==> src/rtl/sw_debounce_pkg.sv <==
// Shared constants and FSM state type for the slide-switch debounce block.
// Defaults target a 50 MHz clock with a 10 ms debounce window.
package sw_debounce_pkg;

   localparam int SW_WIDTH_DEFAULT = 10;
   localparam int CLK_HZ           = 50_000_000;
   localparam int DEBOUNCE_MS      = 10;
   localparam int CNT_MAX_DEFAULT  = (CLK_HZ / 1000) * DEBOUNCE_MS;

   typedef enum logic {
      DB_IDLE  = 1'b0,
      DB_COUNT = 1'b1
   } db_state_t;

endpackage

==> src/rtl/debounce_bit.sv <==
// One switch bit: SYNC_STAGES-deep synchronizer followed by a two-state debounce FSM.
// Optional macro SW_DEBOUNCE_INIT_LOAD_EN loads the synchronized value once after reset.
module debounce_bit
   import sw_debounce_pkg::*;
#(
   parameter int CNT_MAX     = CNT_MAX_DEFAULT,
   parameter int SYNC_STAGES = 2
) (
   input  logic clk,
   input  logic rst,
   input  logic raw,
   output logic clean,
   output logic changed,
   output logic stable
);

   localparam int            CW       = $clog2(CNT_MAX);
   localparam logic [CW-1:0] CNT_LAST = CW'(CNT_MAX - 1);

   logic [SYNC_STAGES-1:0] sync_q;
   logic                   s;
   logic                   mismatch;
   logic                   ready;
   logic                   init_load;
   logic                   accept;
   db_state_t              state_q, state_d;
   logic [CW-1:0]          cnt_q, cnt_d;

   always_ff @(posedge clk) begin
      if (rst) sync_q <= '0;
      else     sync_q <= {sync_q[SYNC_STAGES-2:0], raw};
   end

   assign s        = sync_q[SYNC_STAGES-1];
   assign mismatch = s ^ clean;

`ifdef SW_DEBOUNCE_INIT_LOAD_EN
   localparam int FW = $clog2(SYNC_STAGES);

   logic [FW-1:0] fill_q;
   logic          init_done_q;

   assign ready     = init_done_q;
   assign init_load = !init_done_q && (fill_q == FW'(SYNC_STAGES - 1));

   always_ff @(posedge clk) begin
      if (rst) begin
         fill_q      <= '0;
         init_done_q <= 1'b0;
      end else if (!init_done_q) begin
         fill_q <= fill_q + 1'b1;
         if (init_load) init_done_q <= 1'b1;
      end
   end
`else
   assign ready     = 1'b1;
   assign init_load = 1'b0;
`endif

   // NOTE: sequential state uses non-blocking assignments so every flop samples pre-edge values.
   always_ff @(posedge clk) begin
      if (rst) state_q <= DB_IDLE;
      else     state_q <= state_d;
   end

   // NOTE: defaults at the top of each combinational block prevent inferred latches.
   always_comb begin
      state_d = state_q;
      unique case (state_q)
         DB_IDLE:  if (ready && mismatch)              state_d = DB_COUNT;
         DB_COUNT: if (!mismatch || cnt_q == CNT_LAST) state_d = DB_IDLE;
         default:                                      state_d = DB_IDLE;
      endcase
   end

   always_comb begin
      accept = 1'b0;
      cnt_d  = '0;
      unique case (state_q)
         DB_IDLE: if (ready && mismatch) cnt_d = CW'(1);
         DB_COUNT: begin
            if (mismatch) begin
               if (cnt_q == CNT_LAST) accept = 1'b1;
               else                   cnt_d  = cnt_q + 1'b1;
            end
         end
         default: ;
      endcase
   end

   // The init load copies the stage feeding s, so clean and s agree right after it.
   always_ff @(posedge clk) begin
      if (rst) begin
         cnt_q   <= '0;
         clean   <= 1'b0;
         changed <= 1'b0;
         stable  <= 1'b1;
      end else begin
         cnt_q   <= cnt_d;
         changed <= accept;
         stable  <= ready && (state_q == DB_IDLE) && !mismatch;
         if (init_load)   clean <= sync_q[SYNC_STAGES-2];
         else if (accept) clean <= s;
      end
   end

endmodule

==> src/rtl/sw_debounce_sync.sv <==
// Slide-switch conditioning: WIDTH independent synchronize+debounce lanes with status strobes.
// Optional macro SW_DEBOUNCE_INIT_LOAD_EN mirrors power-up switch positions without a debounce delay.
module sw_debounce_sync
   import sw_debounce_pkg::*;
#(
   parameter int WIDTH       = SW_WIDTH_DEFAULT,
   parameter int CNT_MAX     = CNT_MAX_DEFAULT,
   parameter int SYNC_STAGES = 2
) (
   input  logic             MAX10_CLK1_50,
   input  logic             RESET,
   input  logic [WIDTH-1:0] SW_RAW,
   output logic [WIDTH-1:0] SW_CLEAN,
   output logic             SW_CHANGED,
   output logic             SW_STABLE
);

   logic [WIDTH-1:0] changed_bits;
   logic [WIDTH-1:0] stable_bits;

   for (genvar i = 0; i < WIDTH; i++) begin : g_bit
      debounce_bit #(
         .CNT_MAX     (CNT_MAX),
         .SYNC_STAGES (SYNC_STAGES)
      ) u_bit (
         .clk     (MAX10_CLK1_50),
         .rst     (RESET),
         .raw     (SW_RAW[i]),
         .clean   (SW_CLEAN[i]),
         .changed (changed_bits[i]),
         .stable  (stable_bits[i])
      );
   end

   // Reductions over per-lane flops, so simultaneous updates merge into one pulse.
   assign SW_CHANGED = |changed_bits;
   assign SW_STABLE  = &stable_bits;

endmodule

==> config.mk <==
export PLATFORM = sky130hd
export DESIGN_NAME = sw_debounce_sync
export DESIGN_NICKNAME = d
export VERILOG_FILES = /design/src/rtl/sw_debounce_pkg.sv /design/src/rtl/debounce_bit.sv /design/src/rtl/sw_debounce_sync.sv
export SDC_FILE = /design/constraint.sdc
export NUM_CORES = 1
export LEC_CHECK = 0
export BUFFER_PORTS_ARGS = -buffer_cell sky130_fd_sc_hd__buf_2
export CAP_MARGIN = 20
export CELL_PAD_IN_SITES_DETAIL_PLACEMENT = 2
export CELL_PAD_IN_SITES_GLOBAL_PLACEMENT = 2
export CORE_MARGIN = 8
export CORE_UTILIZATION = 42
export CTS_CLUSTER_DIAMETER = 40
export DETAILED_ROUTE_END_ITERATION = 12
export PLACE_DENSITY = 0.9
export SYNTH_ARGS = -nofsm -noshare
export SYNTH_HDL_FRONTEND = slang
export SYNTH_SLANG_ARGS = --single-unit
export TNS_END_PERCENT = 100
==> constraint.sdc <==
create_clock -name MAX10_CLK1_50 -period 3.6 [get_ports MAX10_CLK1_50]
set_input_delay 0.18 -clock MAX10_CLK1_50 [delete_from_list [all_inputs] [get_ports MAX10_CLK1_50]]
set_output_delay 0.18 -clock MAX10_CLK1_50 [all_outputs]
set_load 0.02 [all_outputs]
Word level (Yosys, flattened, before mapping)
Cells that the tools add are included.

storage, ports and cells
  memory bits (writable) = 0
  logic and storage cells = 232
  memory bits (read-only) = 0
  latch bits = 0
  memories = 0
  input bits = 12
  output and inout port bits = 12
  bits in registers = 250

operators by class
  multipliers = 0
  div/mod/pow operators = 0
  reduce and logical (&&, ||, !) cells = 32
  equality and inequality tests = 10
  add/sub/neg operators = 10
  magnitude comparators = 0
  bitwise operators = 20
  muxes and demuxes = 100
  shift operators = 0

operators with widths
  kind                                            count
  2-to-1 mux 19 bit                               20
  case mux 19 bit (2 select lines)                10
  adder 19 x 1 -> 19 bit (second input constant)  10
  == test 19 bit (second input constant)          10
  2-to-1 mux 1 bit                                60
  case mux 1 bit (2 select lines)                 10
  logical AND 1 bit                               10
  logical NOT 1 bit                               10
  logical OR 1 bit                                10
  inverter 1 bit                                  10
  AND reduction 10 bit                            1
  OR reduction 10 bit                             1
  XOR 1 bit                                       10

Longest topological paths before layout
  depth after elaboration = 5
  depth in mapped cells = 7
  mapped depth without buffers = 5

Modules after synthesis
From an unflattened synthesis, not the netlist that was laid out.

second synthesis, totals
  cells, all modules = 1220
  area total of the unflattened synthesis = 11139.4 µm²

modules (own cells, without submodules)
  module                              area an instance (µm²)  sequential area each (µm²)  times used  cells an instance
  debounce_bit at g_bit[0].u_bit ...  1104.8                  500.5                       8           121
  debounce_bit at g_bit[9].u_bit      1131.1                  500.5                       1           124
  debounce_bit at g_bit[5].u_bit      1127.3                  500.5                       1           120
  sw_debounce_sync                    42.5                    0.0                         1           8

Worst setup path before layout
Ideal clock, no wire load.

  path kind = register to register
  start point = register g_bit[4].u_bit.cnt_q[0]
  end point = register g_bit[4].u_bit.cnt_q[16]
  library setup time = 0.070 ns
  stages on the path, launching flop included = 7
  slack = 1.633 ns
  period minus slack after synthesis = 1.967 ns
  arrival = 1.896 ns
  path buffers = 1
  required time = 3.530 ns
  cell sequence = dfxtp_1 -> ha_1 -> nand4_1 -> or3_1 -> clkbuf_2 -> or4_1 -> a21oi_1

on the way
  cells in the longest elaborated chain, start to end = 4
  elaborated cells between the ends (all ways) = 5
  those cells by class = add/sub: 1; eq/ne: 1; mux: 3

ends and longest elaborated chain
  what                                                      line                                    text
  start, declared                                           debounce_bit.sv:27                      logic [CW-1:0] cnt_q, cnt_d;
  start signal, assigned                                    debounce_bit.sv:99                      cnt_q <= cnt_d;
  adder 19 x 1 -> 19 bit or == test 19 bit (tied branches)  debounce_bit.sv:84, debounce_bit.sv:83
  2-to-1 mux 19 bit (*)                                     debounce_bit.sv:83                      if (cnt_q == CNT_LAST) accept = 1'b1;
  2-to-1 mux 19 bit (*)                                     debounce_bit.sv:82                      if (mismatch) begin
  case mux 19 bit (2 select lines) (*)                      debounce_bit.sv:79                      unique case (state_q)

Every way passes the cells marked *; elsewhere a longest branch is shown, timed or not.
A chain may end at the register's enable or synchronous reset.

Worst setup path after layout
  start point = register g_bit[6].u_bit.cnt_q[0]
  end point = register g_bit[6].u_bit.cnt_q[17]

on the way
  cells in the longest elaborated chain, start to end = 4
  elaborated cells between the ends (all ways) = 5
  those cells by class = add/sub: 1; eq/ne: 1; mux: 3

ends and longest elaborated chain
  what                                                      line
  start, declared                                           debounce_bit.sv:27
  start signal, assigned                                    debounce_bit.sv:99
  adder 19 x 1 -> 19 bit or == test 19 bit (tied branches)  debounce_bit.sv:84, debounce_bit.sv:83
  2-to-1 mux 19 bit (*)                                     debounce_bit.sv:83
  2-to-1 mux 19 bit (*)                                     debounce_bit.sv:82
  case mux 19 bit (2 select lines) (*)                      debounce_bit.sv:79

Marked as above.

==> flow_summary.ini <==
[status]
outcome = complete, no violations

[timing]
fin_crit_ns = 2.52
finalHoldViolCount = 0
slew-limit-headroom_pct = 37.2
clock_skew_ns = 0.0310
hold-worst-slack_ns = 0.216
slew_viol_final = 0
rsz0062_at_grt = false
finalSetupViolCount = 0
finalWorstSetupSlack_ns = 1.08
final.period_utilization_pct = 69.9
worst_slew_pin_slew_ns = 0.942
setup-tns-final_ns = 0
max_freq_mhz = 397

[global_routing]
grtUsageMet2_pct = 48.7
grt_use_met3_pct = 4.04
antenna_found_initial = 1
met1_usage_pct = 29.4
grt_pass1_vias = 11200
grt_overflow = 0
grt_pass1_wl_um = 65300
grt_max_degree = 32
busiest_layer = met2
grt_usage_pct = 26.2

[floorplan]
die_h_um = 175
ioPinCount = 24
die_area_mm2 = 0.0308
die_x_um = 175
num_rows = 58
start_util_pct = 42.5
core_area_mm2 = 0.0251

[clock_tree]
cts.clk_slew.worst_paths_ns = 0.07
cts_root_buf = clkbuf_16
clock_latency_ns = 0.54
post_cts_resized = 0
clockBufferDepth = 3
cts_sinks = 250
cts_buffers = 42
cts_tree = yes
ctsHtreeMaxLevel = 2

[yosys]
synth_cells = 1214
synth-seq-cells = 250
syn-num-nets = 1236
synth_cell_types = 44
syn_avg_cell_area_um2 = 8.80
yosys_warnings = 0
seq_area_frac_synth_pct = 46.9
synth_top_flop_cell = dfxtp_1
netlist_area_mm2 = 0.0107
synth_edf_count = 0
async_reset_ff_share_pct = 0

[place]
dp_hpwl_um = 20500
place_ws_ns = 1.24
port_buffers = 23
gp_congestion = 0.746

[worst_setup_path]
crit_arrival_ns = 2.88
setup.worst_path.start_class = flip-flop
crit_type = reg -> reg
crit_required_ns = 3.96
r2r_cells = 5
end_kind = flip-flop
critPathMaxFanout = 18

[cells_and_area]
drive_gt1_share_pct = 9.03
syn2layout_area_growth_pct = 17.6
nets = 1275
fill_cells = 2659

[worst_hold_path]
whs_path_depth = 3
min_path_type = in -> reg

[routing]
final_antenna_net_count = 0
first_iter_violations = 478
remaining_drc_errors = 0
vias_per_cell = 6.04
postRouteWirelength_um = 40500
via_count = 9758
drt_pass1_iterations = 4
wl_per_cell_um = 25.0

[pwr]
p_leak_nw = 3.82
powerDensity_mw_per_mm2 = 560
ir_drop_v = 0.000489

[run]
drv_cap = 0
[per-stage QoR]
stage	power (mW)	instances	instance area [um2]	util [%]
after floorplan	2.90	1214	10700	-
after global placement	2.92	1528	11000	43.9
after detailed placement	2.93	1528	11000	43.9
after CTS	7.06	1614	12500	50.0
after global routing	7.17	1616	12600	50.0
final	7.03	1616	12600	50.0
[worst paths after layout]
check	start	endpoint	slack, ns
worst max-delay path	g_bit[6].u_bit.cnt_q[0]$_SDFF_PP0_	g_bit[6].u_bit.cnt_q[17]$_SDFF_PP0_	1.08
worst min-delay path	RESET	g_bit[0].u_bit.sync_q[0]$_SDFF_PP0_	0.22
worst max register to register	g_bit[6].u_bit.cnt_q[0]$_SDFF_PP0_	g_bit[6].u_bit.cnt_q[17]$_SDFF_PP0_	1.08
worst min register to register	g_bit[7].u_bit.sync_q[0]$_SDFF_PP0_	g_bit[7].u_bit.sync_q[1]$_SDFF_PP0_	0.47
[metal layers]
| layer | share of wire (%) | vias to the layer above |
|---|---|---|
| met5 | 0 | - |
| met4 | 3.7 | 0 |
| met3 | 3.5 | 115 |
| met2 | 53 | 228 |
| met1 | 40 | 4996 |
| li1 | - | 4419 |
[final cells by class]
type	instances	area, um2	area share (%)
multi-input cells	889	5350	42.6
repair buffers	37	253	2.01
diodes	1	2.50	0.0199
clock inverters	28	292	2.32
flip-flops and latches	250	5000	39.8
inverters	33	124	0.986
clock buffers	48	1120	8.96
well taps	330	413	3.29
[cells in the final DEF, fill, tap and decap left out, types with 38 or more instances in the layout]
cell and count:
nand2_1 85, dfxtp_1 250, clkbuf_16 43, a21oi_1 69
xor2_1 49, nand3_1 73, nor2_1 154, nand4_1 49
o21ai_0 42, nor4_1 38, xnor2_1 82
[critical path, cell delays in order, from the launching register on]
cell	delay, ns
dfxtp_1	0.39
ha_1	0.25
nand3_1	0.18
or4_1	0.55
o2111ai_2	0.79
a21oi_1	0.18
[synthesized netlist by cell type (7+ instances only)]
| master | number | area share [%] |
|---|---|---|
| nor3_1 | 31 | 1.5 |
| dfxtp_1 | 250 | 47 |
| ha_1 | 10 | 1.2 |
| nor2_1 | 154 | 5.4 |
| nand4_1 | 49 | 2.9 |
| nand3_1 | 73 | 3.4 |
| nand2_1 | 85 | 3.0 |
| buf_4 | 11 | 0.77 |
| nor2b_1 | 21 | 1.2 |
| a21o_1 | 13 | 0.91 |
| nor4_1 | 38 | 2.2 |
| or2_2 | 7 | 0.41 |
| or4_1 | 33 | 2.3 |
| xnor2_1 | 82 | 6.7 |
| xor2_1 | 49 | 4.0 |
| and4_1 | 18 | 1.5 |
| nor4b_1 | 10 | 0.82 |
| or3_1 | 36 | 2.1 |
| o31ai_1 | 24 | 1.7 |
| a21oi_1 | 69 | 3.2 |
| inv_1 | 33 | 1.2 |
| a31oi_1 | 7 | 0.41 |
| o21ai_0 | 42 | 2.0 |
| clkbuf_1 | 24 | 0.84 |
[logic make-up after synthesis]
family                     share of synthesized area (%)
and+or+nand+nor                                     29.2
DFF                                                 46.9
AOI/OAI and AO/OA                                   8.88
xor gates and xnor gates                            10.7
buffers and inverters                               3.08
adders and majority gates                           1.17
muxes                                             0.0937
[state kept, by name, summed over array words and instances (netlist names)]
signal,count
g_bit.u_bit.stable,10
g_bit.u_bit.clean,10
g_bit.u_bit.state_q,10
g_bit.u_bit.changed,10
g_bit.u_bit.cnt_q,190
g_bit.u_bit.sync_q,20
[where the power goes]
part           internal [mW]  switching (mW)
sequential              2.79          0.0201
combinational         0.0306          0.0475
clock                   2.51            1.63
total                   5.33            1.70
[what timing repair did]
| item | 4_1_cts | 5_1_grt |
|---|---|---|
| hold buffers | 10 | 0 |
| setup buffers | 0 | 0 |
| endpoints found under the setup margin | 0 | 0 |
| endpoints found under the hold margin | 10 | 0 |
Power figures use the tool's default switching activity.
